==> config.mk <==
export PLATFORM = sky130hd
export DESIGN_NAME = pwm_multi_channel_flat
export DESIGN_NICKNAME = d
export VERILOG_FILES = /design/src/rtl/pwm_multi_channel_if.sv /design/src/rtl/pwm_multi_channel.sv /design/src/flat_wrapper.sv
export SDC_FILE = /design/constraint.sdc
export NUM_CORES = 1
export LEC_CHECK = 0
export ABC_AREA = 1
export BUFFER_PORTS_ARGS = -buffer_cell sky130_fd_sc_hd__buf_2
export CAP_MARGIN = 20
export CELL_PAD_IN_SITES_DETAIL_PLACEMENT = 2
export CELL_PAD_IN_SITES_GLOBAL_PLACEMENT = 2
export CORE_UTILIZATION = 30
export CTS_CLUSTER_SIZE = 8
export DETAILED_ROUTE_END_ITERATION = 7
export GPL_TIMING_DRIVEN = 1
export PLACE_DENSITY = 0.72
export RECOVER_POWER = 25
export REMOVE_ABC_BUFFERS = 1
export SYNTH_ARGS = -nofsm -noshare
export SYNTH_HDL_FRONTEND = slang
export SYNTH_SLANG_ARGS = --single-unit
==> constraint.sdc <==
create_clock -name clk -period 2.9 [get_ports clk]
set_input_delay 0.725 -clock clk [delete_from_list [all_inputs] [get_ports clk]]
set_output_delay 0.725 -clock clk [all_outputs]
set_load 0.02 [all_outputs]
==> src/rtl/pwm_multi_channel_if.sv <==
// Command channel from the SPI-fed FIFO into the PWM block.
// A word transfers on a rising clk edge where cmd_valid & cmd_ready; cmd_ready never looks at cmd_valid.
interface pwm_multi_channel_if #(
  parameter int CMD_W = 19
);
  logic [CMD_W-1:0] cmd_data;
  logic             cmd_valid;
  logic             cmd_ready;

  modport master (output cmd_data, output cmd_valid, input  cmd_ready);
  modport slave  (input  cmd_data, input  cmd_valid, output cmd_ready);
endinterface

==> src/rtl/pwm_multi_channel.sv <==
// N independent PWM channels configured through shadow registers that are
// applied only at each channel's period boundary, so outputs never see a runt pulse.
module pwm_multi_channel #(
  parameter int NUM_CH = 4,
  parameter int CNT_W  = 8,
  parameter int CH_W   = 2
) (
  input  logic                clk,
  input  logic                rst,
  pwm_multi_channel_if.slave  cmd,
  output logic [NUM_CH-1:0]   pwm_out,
  output logic [NUM_CH-1:0]   period_start,
  output logic [NUM_CH-1:0]   pending,
  output logic                cmd_err
);

  localparam int CMD_W = 1 + CH_W + 2*CNT_W;

  logic [CMD_W-1:0] cmd_word;
  logic             cmd_pol;
  logic [CH_W-1:0]  cmd_ch;
  logic [CNT_W-1:0] cmd_duty;
  logic [CNT_W-1:0] cmd_per;
  logic             ch_ok;
  logic             ch_busy;
  logic             accept;

  assign cmd_word = cmd.cmd_data;
  assign {cmd_pol, cmd_ch, cmd_duty, cmd_per} = cmd_word;

  // Out-of-range channels are always ready so the FIFO drains them.
  always_comb begin
    ch_ok   = 1'b0;
    ch_busy = 1'b0;
    for (int i = 0; i < NUM_CH; i++) begin
      if (cmd_ch == CH_W'(i)) begin
        ch_ok   = 1'b1;
        ch_busy = pending[i];
      end
    end
  end

  assign cmd.cmd_ready = ~ch_busy;
  assign accept        = cmd.cmd_valid & ~ch_busy;

  always_ff @(posedge clk or negedge rst) begin
    if (!rst) begin
      cmd_err <= 1'b0;
    end else begin
      cmd_err <= accept & ~ch_ok;
    end
  end

  for (genvar g = 0; g < NUM_CH; g++) begin : g_ch
    logic [CNT_W-1:0] cnt_q, per_q, duty_q, sh_per_q, sh_duty_q;
    logic [CNT_W-1:0] cnt_d, per_d, duty_d;
    logic             pol_q, sh_pol_q, pend_q, pwm_q, ps_q;
    logic             pol_d, pend_d;
    logic             load, at_end, apply, en_d;

    assign load   = accept & ch_ok & (cmd_ch == CH_W'(g));
    assign at_end = (cnt_q == per_q - CNT_W'(1));
    // A disabled channel has no boundary to wait for, so it applies at once.
    assign apply  = pend_q & ((per_q == '0) | at_end);

    always_comb begin
      cnt_d  = cnt_q;
      per_d  = per_q;
      duty_d = duty_q;
      pol_d  = pol_q;
      pend_d = pend_q;
      if (apply) begin
        per_d  = sh_per_q;
        duty_d = sh_duty_q;
        pol_d  = sh_pol_q;
        cnt_d  = '0;
        pend_d = 1'b0;
      end else if (per_q != '0) begin
        cnt_d = at_end ? '0 : cnt_q + CNT_W'(1);
      end else begin
        cnt_d = '0;
      end
      // load needs pend_q low and apply needs it high, so they never collide.
      if (load) pend_d = 1'b1;
    end

    assign en_d = (per_d != '0);

    always_ff @(posedge clk or negedge rst) begin
      if (!rst) begin
        cnt_q     <= '0;
        per_q     <= '0;
        duty_q    <= '0;
        pol_q     <= 1'b0;
        sh_per_q  <= '0;
        sh_duty_q <= '0;
        sh_pol_q  <= 1'b0;
        pend_q    <= 1'b0;
        pwm_q     <= 1'b0;
        ps_q      <= 1'b0;
      end else begin
        cnt_q  <= cnt_d;
        per_q  <= per_d;
        duty_q <= duty_d;
        pol_q  <= pol_d;
        pend_q <= pend_d;
        if (load) begin
          sh_pol_q  <= cmd_pol;
          sh_duty_q <= cmd_duty;
          sh_per_q  <= cmd_per;
        end
        // Outputs are computed from next-state values so they line up with cnt_q.
        pwm_q <= en_d ? ((cnt_d < duty_d) ^ pol_d) : pol_d;
        ps_q  <= en_d & (cnt_d == '0);
      end
    end

    assign pwm_out[g]      = pwm_q;
    assign period_start[g] = ps_q;
    assign pending[g]      = pend_q;
  end

endmodule

==> src/flat_wrapper.sv <==
// flat-port wrapper written by rule: the top's interface ports become plain ports
module pwm_multi_channel_flat 
#(
  parameter int NUM_CH = 4,
  parameter int CNT_W  = 8,
  parameter int CH_W   = 2
)
  (clk, rst, pwm_out, period_start, pending, cmd_err, cmd_cmd_data, cmd_cmd_valid, cmd_cmd_ready);
  pwm_multi_channel_if #(.CMD_W((19))) cmd_i ();
  input  logic clk;
  input  logic rst;
  output logic [NUM_CH-1:0] pwm_out;
  output logic [NUM_CH-1:0] period_start;
  output logic [NUM_CH-1:0] pending;
  output logic cmd_err;
  input wire logic [$bits(cmd_i.cmd_data)-1:0] cmd_cmd_data;
  input wire logic [$bits(cmd_i.cmd_valid)-1:0] cmd_cmd_valid;
  output wire logic [$bits(cmd_i.cmd_ready)-1:0] cmd_cmd_ready;
  assign cmd_i.cmd_data = cmd_cmd_data;
  assign cmd_i.cmd_valid = cmd_cmd_valid;
  assign cmd_cmd_ready = cmd_i.cmd_ready;
  pwm_multi_channel #(.NUM_CH(NUM_CH), .CNT_W(CNT_W), .CH_W(CH_W)) u_core (.clk(clk), .rst(rst), .cmd(cmd_i), .pwm_out(pwm_out), .period_start(period_start), .pending(pending), .cmd_err(cmd_err));
endmodule
-- Word level (Yosys, flattened, before mapping)
Cells that the tools add are included.
- flip-flop bits (word level): 181
- input bits: 22
- output and inout port bits: 14
- logic and storage cells: 150
- $add $sub $neg: 8
- magnitude comparators: 4
- equal/unequal tests: 7
- muxes and demuxes: 44
- bitwise gates (word level): 25
- reductions and logical operators: 21
- operator list (operator ; number):
    8-bit two-way mux ; 20
    8-bit logical NOT ; 8
    8-bit nonzero test ; 8
    8-bit by 1-bit adder with 8-bit output (second input constant) ; 4
    8-bit == test ; 4
    8-bit < comparator ; 4
    8-bit by 1-bit subtractor with 8-bit output (second input constant) ; 4
    1-bit two-way mux ; 24
    1-bit AND ; 15
    2-bit nonzero test ; 4
    2-bit == test (second input constant) ; 2
    1-bit OR ; 4
    1-bit bitwise XOR ; 4
    2-bit by 1-bit == test with 1-bit output (second input constant) ; 1
    2-bit logical NOT ; 1
    1-bit inverter ; 2

-- Logic depth before layout (Yosys ltp)
Gate-level depths: netlist (run 1).
- depth in word-level cells: 10
- mapped depth: 25
- depth with buffers taken out: 25

-- Least setup slack after synthesis (run 1)
No wires, ideal clock.
- path kind: reg2reg
- from: register u_core.g_ch[2].per_q[0]
- to: register u_core.g_ch[2].pwm_q
- library setup time: 0.113 ns
- arrival time: 2.616 ns
- required time: 2.787 ns
- slack: 0.171 ns
- cell stages (with the launch flop): 22
- buffers on the path: 1
- clock period less this slack: 2.729 ns
- cell sequence: dfrtp_1 > inv_1 > ha_1 > nand2_1 > nand2_1 > nor2_1 > nand3_1 > nor2_1 > nand4_2 > nand2_2 > nand2_4 > buf_2 > o21ai_0 > inv_1 > ha_1 > a21oi_1 > o31ai_1 > a21oi_2 > nand2_1 > nand2_1 > nand2_1 > inv_1
- cells in the longest elaborated chain, start to end: 8
- elaborated cells between the ends (all ways): 16
- classes of those cells: 1 x add/sub; 1 x order compare; 1 x eq/ne; 7 x mux; 3 x bitwise; 3 x reduce/logical
- ends and longest elaborated chain (item ; line ; RTL):
    start, declared ; pwm_multi_channel.sv:55 ; logic [CNT_W-1:0] cnt_q, per_q, duty_q, sh_per_q, sh_duty_q;
    start signal, assigned ; pwm_multi_channel.sv:103 ; per_q <= per_d;
    8-bit by 1-bit subtractor with 8-bit output ; pwm_multi_channel.sv:62 ; assign at_end = (cnt_q == per_q - CNT_W'(1));
    8-bit == test ; pwm_multi_channel.sv:62 ;
    1-bit OR * ; pwm_multi_channel.sv:64 ; assign apply = pend_q & ((per_q == '0) | at_end);
    1-bit AND * ; pwm_multi_channel.sv:64 ;
    8-bit two-way mux * ; pwm_multi_channel.sv:72 ; if (apply) begin
    via u_core.g_ch[2].duty_d[5] ; pwm_multi_channel.sv:56 ; logic [CNT_W-1:0] cnt_d, per_d, duty_d;
    8-bit < comparator * ; pwm_multi_channel.sv:113 ; pwm_q <= en_d ? ((cnt_d < duty_d) ^ pol_d) : pol_d;
    1-bit bitwise XOR * ; pwm_multi_channel.sv:113 ;
    1-bit two-way mux * ; pwm_multi_channel.sv:113 ;
    end signal, assigned ; pwm_multi_channel.sv:113 ;
    end, declared ; pwm_multi_channel.sv:57 ; logic pol_q, sh_pol_q, pend_q, pwm_q, ps_q;
The timed path passes the listed nets; every way through them passes the cells marked *.
A chain may end at the register's enable or synchronous reset.

-- Worst setup path in the final report (run 1)
- from: register u_core.g_ch[1].per_q[1]
- to: register u_core.g_ch[1].pwm_q
- cells in the longest elaborated chain, start to end: 8
- elaborated cells between the ends (all ways): 16
- classes of those cells: 1 x add/sub; 1 x order compare; 1 x eq/ne; 7 x mux; 3 x bitwise; 3 x reduce/logical
- ends and longest elaborated chain (item ; line):
    start, declared ; pwm_multi_channel.sv:55
    start signal, assigned ; pwm_multi_channel.sv:103
    8-bit by 1-bit subtractor with 8-bit output ; pwm_multi_channel.sv:62
    8-bit == test ; pwm_multi_channel.sv:62
    8-bit two-way mux / 1-bit OR (equally long branches) ; pwm_multi_channel.sv:79, pwm_multi_channel.sv:64
    8-bit two-way mux / 1-bit AND (equally long branches) ; pwm_multi_channel.sv:78, pwm_multi_channel.sv:64
    8-bit two-way mux ; pwm_multi_channel.sv:72
    8-bit < comparator ; pwm_multi_channel.sv:113
    1-bit bitwise XOR ; pwm_multi_channel.sv:113
    1-bit two-way mux * ; pwm_multi_channel.sv:113
    end signal, assigned ; pwm_multi_channel.sv:113
    end, declared ; pwm_multi_channel.sv:57
Every way passes the cells marked *; elsewhere a longest branch is shown, timed or not.

==> flow_summary.toml, run 1 <==
[status]
status = "complete, but fails checks"
violations = "max-capacitance violations, max-slew violations"

[logic_synthesis]
synth_edf_count = 0
yosysTopAreaCell = "dfrtp_1"
ys_warn_count = 0
synth_top_area_share_pct = 47.6
yosys-top-cells-area = "dfrtp_1 48%, nand2_1 11%, inv_1 7.5%"
synth-main-ff-cell = "dfrtp_1"
synth_seq_cells = 181
synthCells = 1166
synthArstFlopShare_pct = 100
syn_avg_cell_area_um2 = 8.16
ys_seq_area_share_pct = 47.6
synthDistinctLibCells = 44
synthesis.area_um2 = 9520

[critical_path]
rr_startpoint = "u_core.g_ch[1].per_q[1]$_DFF_PN0_"
cp.required_ns = 3.23
worstSetupPathType = "reg2reg"
cp.depth = 20
max_stage_delay_ns = 0.37
critPathSlowestCell = "dfrtp_1"
startpoint_type = "flip-flop"
endpoint_kind = "flip-flop"
cp_max_fo = 8
crit_chain = "inv_2 -> buf_4 -> nand3_1 -> xor2_2 -> nand2_1 -> nand2_1 -> nor2_2 -> nand2_2 -> nand2_4 -> nand2_8 -> inv_8 -> or2_2 -> o21ai_4 -> ha_4 -> a21oi_1 -> o21ai_1 -> a21oi_2 -> nand3_1 -> nand2_1 -> inv_1"
cp_common_cell = "nand2_1"
ff2ff_setup_slack_ns = 0.02
r2r-end = "u_core.g_ch[1].pwm_q$_DFF_PN0_"
worstPathArrival_ns = 3.22
rr_worst_depth = 20
cpLargestDelayFamily = "simple AND/OR/NAND/NOR gates"
critPathBufInv = 4

[layout]
drive_gt1_share_pct = 24.4
final_common_cell = "nand2_1"
final_cell_mix = "270 x nand2_1, 176 x dfrtp_1, 174 x inv_1, 80 x o21ai_0, 62 x buf_4"
multi_input_area_um2 = 4540
fin_nets = 1321
fin_util_pct = 38.0
seqCellArea_um2 = 4540
fillers = 3501
synthToLayoutAreaGrowth_pct = 23.3

[flow_run]
max_cap_violations = 1

[cts]
cts_root_buffer = "clkbuf_16"
cts_max_level = 4
cts_sinks = 181
cts_buffer_depth = 2
clkTransAtPathRegs_ns = 0.07
cts_buffers = 17
holdBufCountCts = 0
tritoncts = "done"
clock_latency_ns = 0.45

[hold_path]
hold_path_end = "u_core.g_ch[1].sh_per_q[4]$_DFFE_PN0P_"
min_from = "u_core.g_ch[1].sh_per_q[4]$_DFFE_PN0P_"
min_path_cells = 2
min_path_type = "reg2reg"

[timing]
period_minus_slack_ns = 2.88
fin_worst_skew_ns = 0.0139
maxSlewViolCount = 67
rsz0062_at_grt = "yes"
tightest_slew_ns = 1.89
layout_setup_ws_ns = 0.0174
slew_headroom_pct = -25.7
fin_crit_sh_pct = 99.4
fmax_ghz = 0.347
setup_viol = 0
hold_violations = 0
holdWs_ns = 0.485

[power]
power_switching_uw = 6810
p_seq_share_pct = 32.1
ir_drop_v = 0.000483
internal_power_uw = 8060
p_leak_uw = 0.00617
p_comb_share_pct = 52.2
swShare_pct = 45.8
power_density_nw_per_um2 = 1270
p_clk_share_pct = 15.8

[detailed_routing]
ant_nets = 0
viasPerCell = 4.77
drc = 0
vias = 7954
wl_per_cell_um = 18.5
first_iter_violations = 238
first_pass_iters = 5
routed_wirelength_mm = 30.9

[global_route]
grt_overflow_total = 0
grt_max_degree = 67
grt_usage_pct = 18.8
grt_pass1_vias = 8816
grt_pass1_wl_mm = 47.6
antenna_found_initial = 1

[floorplanning]
dieArea_um2 = 32400
fp.dieW_um = 180
die_y_um = 180
start_util_pct = 30.8
rows = 64
ios = 36
core_um2 = 30900

[placed_design]
io_buffers = 35
hpwl_mm = 21.5
place_ws_ns = -0.165
gp_congestion = 0.771
==> worst max path at each step <==
stage / slack, ns / end / startpoint
CTS: 0.01 / u_core.g_ch[0].pwm_q$_DFF_PN0_ / u_core.g_ch[0].per_q[0]$_DFF_PN0_
global route: -0.18 / u_core.g_ch[0].pwm_q$_DFF_PN0_ / u_core.g_ch[0].per_q[1]$_DFF_PN0_
detailed placement: -0.17 / u_core.g_ch[1].pwm_q$_DFF_PN0_ / u_core.g_ch[1].per_q[0]$_DFF_PN0_
finish: 0.02 / u_core.g_ch[1].pwm_q$_DFF_PN0_ / u_core.g_ch[1].per_q[1]$_DFF_PN0_
global placement: -0.15 / u_core.g_ch[3].pwm_q$_DFF_PN0_ / u_core.g_ch[3].per_q[0]$_DFF_PN0_
floorplan: -0.05 / u_core.g_ch[1].pwm_q$_DFF_PN0_ / u_core.g_ch[1].per_q[0]$_DFF_PN0_
==> what timing repair did <==
item / 4_1_cts / 5_1_grt
buffers inserted: 2 / 25
endpoints found under the setup margin: 4 / 4
cloned: 0 / 2
pin swaps: 2 / 45
gates resized for setup: 55 / 124
==> metal layers <==
metal / global-route usage (%) / vias up / share of wire [%]
li1: - / 3811 / -
met1: 24.1 / 4045 / 44
met2: 33.3 / 68 / 52
met3: 2.61 / 30 / 2.2
met4: 4.41 / 0 / 1.3
met5: 0 / - / 0
==> power groups by stage <==
| stage | sequential, µW | clock (µW) | combinational, µW |
|---|---|---|---|
| after floorplan | 4400 | 0 | 4350 |
| after global placement | 4650 | 0 | 5980 |
| after detailed placement | 4690 | 0 | 6380 |
| after CTS | 4700 | 2400 | 6700 |
| after global routing | 4900 | 2490 | 8770 |
| final | 4760 | 2340 | 7750 |
==> cell type report <==
cell class                      instances  area share (%)
Timing Repair Buffer                  111            7.23
Tap cell                              396            4.22
Antenna cell                            1          0.0213
Sequential cell                       181            38.7
Clock buffer                           18            3.74
Inverter                              194            6.33
Clock inverter                         14            1.12
Multi-Input combinational cell        754            38.7
==> tightest hold or removal path: stages, from the launching register on <==
cell and delay [ns]:
dfrtp_1 0.34, nand2_1 0.05, o21ai_0 0.06
==> cell families after synthesis <==
logic type	Yosys count	synth area share [%]
adders and majority gates	40	5.26
AOI/OAI and AO/OA	162	8.92
buffers and inverters	231	10.2
DFF	181	47.6
and+or+nand+nor	515	24.5
xor gates and xnor gates	36	3.46
other	1	0.0394
==> sequential cells by signal, summed over array words and instances (netlist names), 32 cells and up <==
signal                 cells
u_core.g_ch.cnt_q         32
u_core.g_ch.duty_q        32
u_core.g_ch.per_q         32
u_core.g_ch.sh_duty_q     32
u_core.g_ch.sh_per_q      32
==> per-stage QoR <==
stage | std cells | TNS (ns) | total power [µW] | area (µm²)
after floorplan | 1129 | -0.0476 | 8760 | 9270
after global placement | 1607 | -0.155 | 10600 | 10300
after detailed placement | 1607 | -0.478 | 11100 | 10300
after CTS | 1641 | 0 | 13800 | 11000
after global routing | 1668 | -0.481 | 16200 | 11700
final | 1669 | 0 | 14900 | 11700
==> cells in the mapped netlist (all sizes together), types with 15 or more instances <==
library cell	count
ha	40
dfrtp	181
nor2	80
inv	193
o21ai	129
nand3b	15
nand3	56
buf	23
xor2	24
nand2	296
a21oi	26
or2	32
(Power assumes the default switching activity.)
==> inputs of run 2 (changes only) <==
CORE_UTILIZATION = 34   (was 30)
PLACE_DENSITY = 0.8   (was 0.72)
==> run 2 against run 1 <==
  * The flow finishes with violations (max-capacitance violations, max-slew violations, negative setup slack)
  * Critical path depth down 1
  * Clock power grew 4%
  * Clock skew down 0.00089 ns
  * Via count shrank 0.19%
  * Fmax is 6.9% lower
  * Core utilization rose by 4.6 points
  * Sequential share of layout area grew 0.56 points
  * Global-route usage rose by 2.9 points
  * Largest cell class unchanged
  * Sequential cell count unchanged
  * Worst setup slack lost 0.21 ns
  * Largest power group unchanged
  * Final cell count fell by 2.7%
  * Wire length is 1.3% lower
==> flow_summary.toml, run 2 (synthesized netlist as in run 1, its figures left out) <==
[critical_path]
cp.depth = 19
rr_startpoint = "u_core.g_ch[3].per_q[1]$_DFF_PN0_"
crit_chain = "inv_2 -> ha_4 -> xor2_1 -> o21ai_0 -> nor3_2 -> nand2_1 -> nand2_2 -> nand2_4 -> clkinvlp_4 -> or2_2 -> o21ai_2 -> ha_2 -> a21oi_4 -> o31ai_4 -> a21oi_2 -> nand2_1 -> nand2_1 -> nand2_1 -> inv_1"
cp.required_ns = 3.25
startpoint_type = "flip-flop"
ff2ff_setup_slack_ns = -0.19
cp_common_cell = "nand2_1"
critPathBufInv = 3
max_stage_delay_ns = 0.40
worstPathArrival_ns = 3.44
cpLargestDelayFamily = "simple AND/OR/NAND/NOR gates"
worstSetupPathType = "reg2reg"
endpoint_kind = "flip-flop"
critPathSlowestCell = "dfrtp_1"
r2r-end = "u_core.g_ch[3].pwm_q$_DFF_PN0_"
cp_max_fo = 7
rr_worst_depth = 19

[power]
power_density_nw_per_um2 = 1280
ir_drop_v = 0.000453
finalPower_uw = 14800
p_leak_uw = 0.00609

[timing]
fin_worst_skew_ns = 0.0130
hold_violations = 0
tightest_slew_ns = 1.83
fin_crit_sh_pct = 107
rsz0062_at_grt = "yes"
layout_setup_ws_ns = -0.195
period_minus_slack_ns = 3.09
holdWs_ns = 0.491
maxSlewViolCount = 67
slew_headroom_pct = -22.1
setup_viol = 2
fmax_ghz = 0.323

[floorplanning]
ios = 36
start_util_pct = 35.0
dieArea_um2 = 28700
fp.dieW_um = 169
rows = 60
die_y_um = 169
core_um2 = 27200

[cts]
cts_max_level = 4
holdBufCountCts = 0
cts_buffer_depth = 2
cts_root_buffer = "clkbuf_16"
cts_sinks = 181
clock_latency_ns = 0.45
clkTransAtPathRegs_ns = 0.08
tritoncts = "done"
cts_buffers = 17

[detailed_routing]
vias = 7939
drc = 0
wl_per_cell_um = 18.8
ant_nets = 0
routed_wirelength_mm = 30.5
viasPerCell = 4.89
first_iter_violations = 312
first_pass_iters = 4

[layout]
n_antenna_cell = 0
stdcell_area_um2 = 11600
drive_gt1_share_pct = 23.8
synthToLayoutAreaGrowth_pct = 21.5
fin_nets = 1301
fin_util_pct = 42.6
final_cell_mix = "273 x nand2_1, 176 x dfrtp_1, 173 x inv_1, 80 x o21ai_0, 57 x nor2_1"
final_common_cell = "nand2_1"

[global_route]
grt_usage_pct = 21.7
grt_pass1_wl_mm = 47.8
grt_pass1_vias = 9063
antenna_found_initial = 0
grt_overflow_total = 0
grt_max_degree = 67

[placed_design]
io_buffers = 35
hpwl_mm = 21.0
gp_congestion = 0.805
placed_area_um2 = 10200

[hold_path]
hold_path_end = "u_core.g_ch[2].sh_per_q[7]$_DFFE_PN0P_"
min_from = "u_core.g_ch[2].sh_per_q[7]$_DFFE_PN0P_"
min_path_type = "reg2reg"
min_path_cells = 2

[flow_run]
max_cap_violations = 1

[status]
violations = "max-capacitance violations, max-slew violations, negative setup slack"
status = "complete, but fails checks"
run 2: metrics by stage:
stage,setup slack [ns],instances,TNS [ns]
6_report,-0.195,1624,-0.228
3_3_place_gp,-0.106,1578,-0.106
5_1_grt,-0.386,1624,-2.55
3_5_place_dp,-0.318,1578,-0.562
4_1_cts,-0.0155,1619,-0.0155
2_1_floorplan,-0.0476,1129,-0.0476
run 2: area by class of cell:
cell class / instances / area, µm²
fill: 3056 / 15600
multi-input combinational: 754 / 4570
sequential: 181 / 4540
inverter: 194 / 742
timing repair buffer: 91 / 642
tap: 372 / 465
clock buffer: 18 / 429
clock inverter: 14 / 176
run 2: worst max path at each step:
stage / start / endpoint
global route: u_core.g_ch[3].per_q[1]$_DFF_PN0_ / u_core.g_ch[3].pwm_q$_DFF_PN0_
global placement: u_core.g_ch[3].per_q[0]$_DFF_PN0_ / u_core.g_ch[3].pwm_q$_DFF_PN0_
floorplan: u_core.g_ch[1].per_q[0]$_DFF_PN0_ / u_core.g_ch[1].pwm_q$_DFF_PN0_
detailed placement: u_core.g_ch[3].per_q[0]$_DFF_PN0_ / u_core.g_ch[3].pwm_q$_DFF_PN0_
finish: u_core.g_ch[3].per_q[1]$_DFF_PN0_ / u_core.g_ch[3].pwm_q$_DFF_PN0_
CTS: u_core.g_ch[3].per_q[1]$_DFF_PN0_ / u_core.g_ch[3].pwm_q$_DFF_PN0_
run 2: power breakdown:
part           internal [µW]  leakage, µW  switching, µW
sequential              3690      0.00223           1050
clock                   1250     0.000299           1190
combinational           3050      0.00356           4580
run 2: worst reg2reg max path: stages, from the launching register on:
cell and delay (ns):
dfrtp_1 0.40, inv_2 0.09, ha_4 0.20, xor2_1 0.16, o21ai_0 0.18, nor3_2 0.09, nand2_1 0.11, nand2_2 0.09
nand2_4 0.10, clkinvlp_4 0.19, or2_2 0.33, o21ai_2 0.10, ha_2 0.23, a21oi_4 0.07, o31ai_4 0.26, a21oi_2 0.08
nand2_1 0.11, nand2_1 0.08, nand2_1 0.09, inv_1 0.04
run 2: timing repair:
action | in CTS | in global routing
setup buffers | 10 | 6
pin swaps | 20 | 45
endpoints found under the setup margin | 4 | 5
resized for setup | 87 | 95
run 2: metal layers:
| metal | up-vias | track usage, % | routed length, µm |
|---|---|---|---|
| met5 | - | 0 | 0 |
| met4 | 0 | 5.09 | 358 |
| met3 | 26 | 3.22 | 870 |
| met2 | 94 | 39.3 | 16000 |
| met1 | 4043 | 26.9 | 13200 |
| li1 | 3776 | - | - |
==> inputs of run 3 (changes only) <==
SKIP_LAST_GASP = 1   (was not set)
==> run 3 against run 2 <==
  * The run still ends with max-capacitance violations, max-slew violations, negative setup slack left
  * Worst hold slack about the same
  * Critical path type unchanged
  * Fmax about the same
  * Largest cell class unchanged
  * Largest power group unchanged
  * Clock skew increased by 0.0043 ns
==> flow_summary.toml, run 3 (synthesized netlist as in run 1, its figures left out) <==
[detailed_routing]
dr_wl_met3_um = 926
wl_met1_mm = 13.1
drc = 0
routed_wirelength_mm = 30.5
first_iter_violations = 312
wl_per_cell_um = 18.8
ant_nets = 0
vias = 7942
wl_met2_mm = 16.1
first_pass_iters = 5
top_layer = "met4"
viasPerCell = 4.89

[floorplanning]
rows = 60
die_y_um = 169
fp.dieW_um = 169
ios = 36
start_util_pct = 35.0
dieArea_um2 = 28700
core_um2 = 27200

[timing]
fmax_ghz = 0.323
layout_setup_ws_ns = -0.195
slew_headroom_pct = -22.0
rsz0062_at_grt = "yes"
hold_violations = 0
tightest_slew_ns = 1.83
finalSetupTns_ns = -0.228
maxSlewViolCount = 67
fin_crit_sh_pct = 107
fin_worst_skew_ns = 0.0173
setup_viol = 2
period_minus_slack_ns = 3.09

[critical_path]
cp.required_ns = 3.24
startpoint_type = "flip-flop"
cp_max_fo = 7
worstSetupPathType = "reg2reg"
worstPathArrival_ns = 3.44
endpoint_kind = "flip-flop"

[placed_design]
gp_congestion = 0.805
dp.cells = 1578
io_buffers = 35
hpwl_mm = 21.0

[hold_path]
min_path_type = "reg2reg"

[global_route]
grt_pass1_wl_mm = 47.8
grt_max_degree = 67
grt_usage_pct = 21.7
antenna_found_initial = 0
grt_pass1_vias = 9063
grt_overflow_total = 0

[cts]
cts_root_buffer = "clkbuf_16"
cts_buffer_depth = 2
clkTransAtPathRegs_ns = 0.08
holdBufCountCts = 0
tritoncts = "done"
cts_max_level = 4
clock_latency_ns = 0.46
cts_buffers = 17
cts_sinks = 181

[layout]
synthToLayoutAreaGrowth_pct = 21.5
fin_nets = 1301
drive_gt1_share_pct = 23.7
stdcell_count = 1624
n_antenna_cell = 0
final_cell_mix = "273 x nand2_1, 176 x dfrtp_1, 174 x inv_1, 80 x o21ai_0, 57 x nor2_1"
fillers = 3056
final_common_cell = "nand2_1"

[power]
ir_drop_v = 0.000453
p_leak_uw = 0.00609
power_density_nw_per_um2 = 1280

[flow_run]
max_cap_violations = 1

[status]
status = "complete, but fails checks"
violations = "max-capacitance violations, max-slew violations, negative setup slack"
## run 3: path summary, 6_finish.rpt
path | start | end | slack, ns | depth (start not counted)
max in group asynchronous | rst | u_core.g_ch[0].per_q[2]$_DFF_PN0_ | 0.31 | 2
worst min register to register | u_core.g_ch[2].sh_per_q[7]$_DFFE_PN0P_ | u_core.g_ch[2].sh_per_q[7]$_DFFE_PN0P_ | 0.49 | 2
worst max register to register | u_core.g_ch[3].per_q[1]$_DFF_PN0_ | u_core.g_ch[3].pwm_q$_DFF_PN0_ | -0.19 | 19
worst min-delay path | u_core.g_ch[2].sh_per_q[7]$_DFFE_PN0P_ | u_core.g_ch[2].sh_per_q[7]$_DFFE_PN0P_ | 0.49 | 2
worst max-delay path | u_core.g_ch[3].per_q[1]$_DFF_PN0_ | u_core.g_ch[3].pwm_q$_DFF_PN0_ | -0.19 | 19
min in group asynchronous | rst | u_core.g_ch[2].per_q[6]$_DFF_PN0_ | 0.77 | 1
## run 3: where the power goes
part           switching [µW]  internal (µW)  leakage (µW)  total, µW
Sequential               1050           3690       0.00223       4740
Combinational            4580           3050       0.00356       7630
Clock                    1200           1250      0.000299       2440
Total                    6820           7990       0.00609      14800
## run 3: through the flow
| stage | cell area, µm² | total power, µW | setup slack, ns | hold slack, ns | util, % |
|---|---|---|---|---|---|
| 2_1_floorplan | 9270 | 8760 | -0.0476 | 0.429 | - |
| 3_3_place_gp | 10200 | 10500 | -0.106 | 0.460 | 37.7 |
| 3_5_place_dp | 10200 | 11000 | -0.318 | 0.472 | 37.7 |
| 4_1_cts | 11200 | 14200 | -0.0155 | 0.307 | 41.2 |
| 5_1_grt | 11600 | 16000 | -0.386 | 0.520 | 42.6 |
| 6_report | 11600 | 14800 | -0.195 | 0.491 | 42.6 |
## run 3: timing repair
action,CTS,global route
setup endpoints to repair,4,5
gates resized for setup,87,94
pin swaps,20,45
setup buffers,10,6
## run 3: layout make-up
cell class                      instances  area [µm²]  share of cell area [%]
Inverter                              194         742                    6.42
Timing Repair Buffer                   91         642                    5.55
Sequential cell                       181        4540                    39.2
Clock buffer                           18         429                    3.71
Tap cell                              372         465                    4.03
Clock inverter                         14         176                    1.53
Multi-Input combinational cell        754        4570                    39.5
## run 3: critical path, cell delays in order, from the launching register on
cell and delay, ns:
dfrtp_1 0.40, inv_2 0.09, ha_4 0.20, xor2_1 0.16, o21ai_0 0.18, nor3_2 0.09
nand2_1 0.11, nand2_2 0.09, nand2_4 0.10, clkinvlp_4 0.19, or2_2 0.33, o21ai_2 0.10
ha_2 0.23, a21oi_4 0.07, o31ai_4 0.26, a21oi_2 0.08, nand2_1 0.11, nand2_1 0.08
nand2_1 0.09, inv_1 0.04
## run 3: metal layers
| metal | track usage, % | vias to the layer above |
|---|---|---|
| li1 | - | 3776 |
| met1 | 26.9 | 4046 |
| met2 | 39.3 | 97 |
| met3 | 3.22 | 23 |
| met4 | 5.09 | 0 |
| met5 | 0 | - |
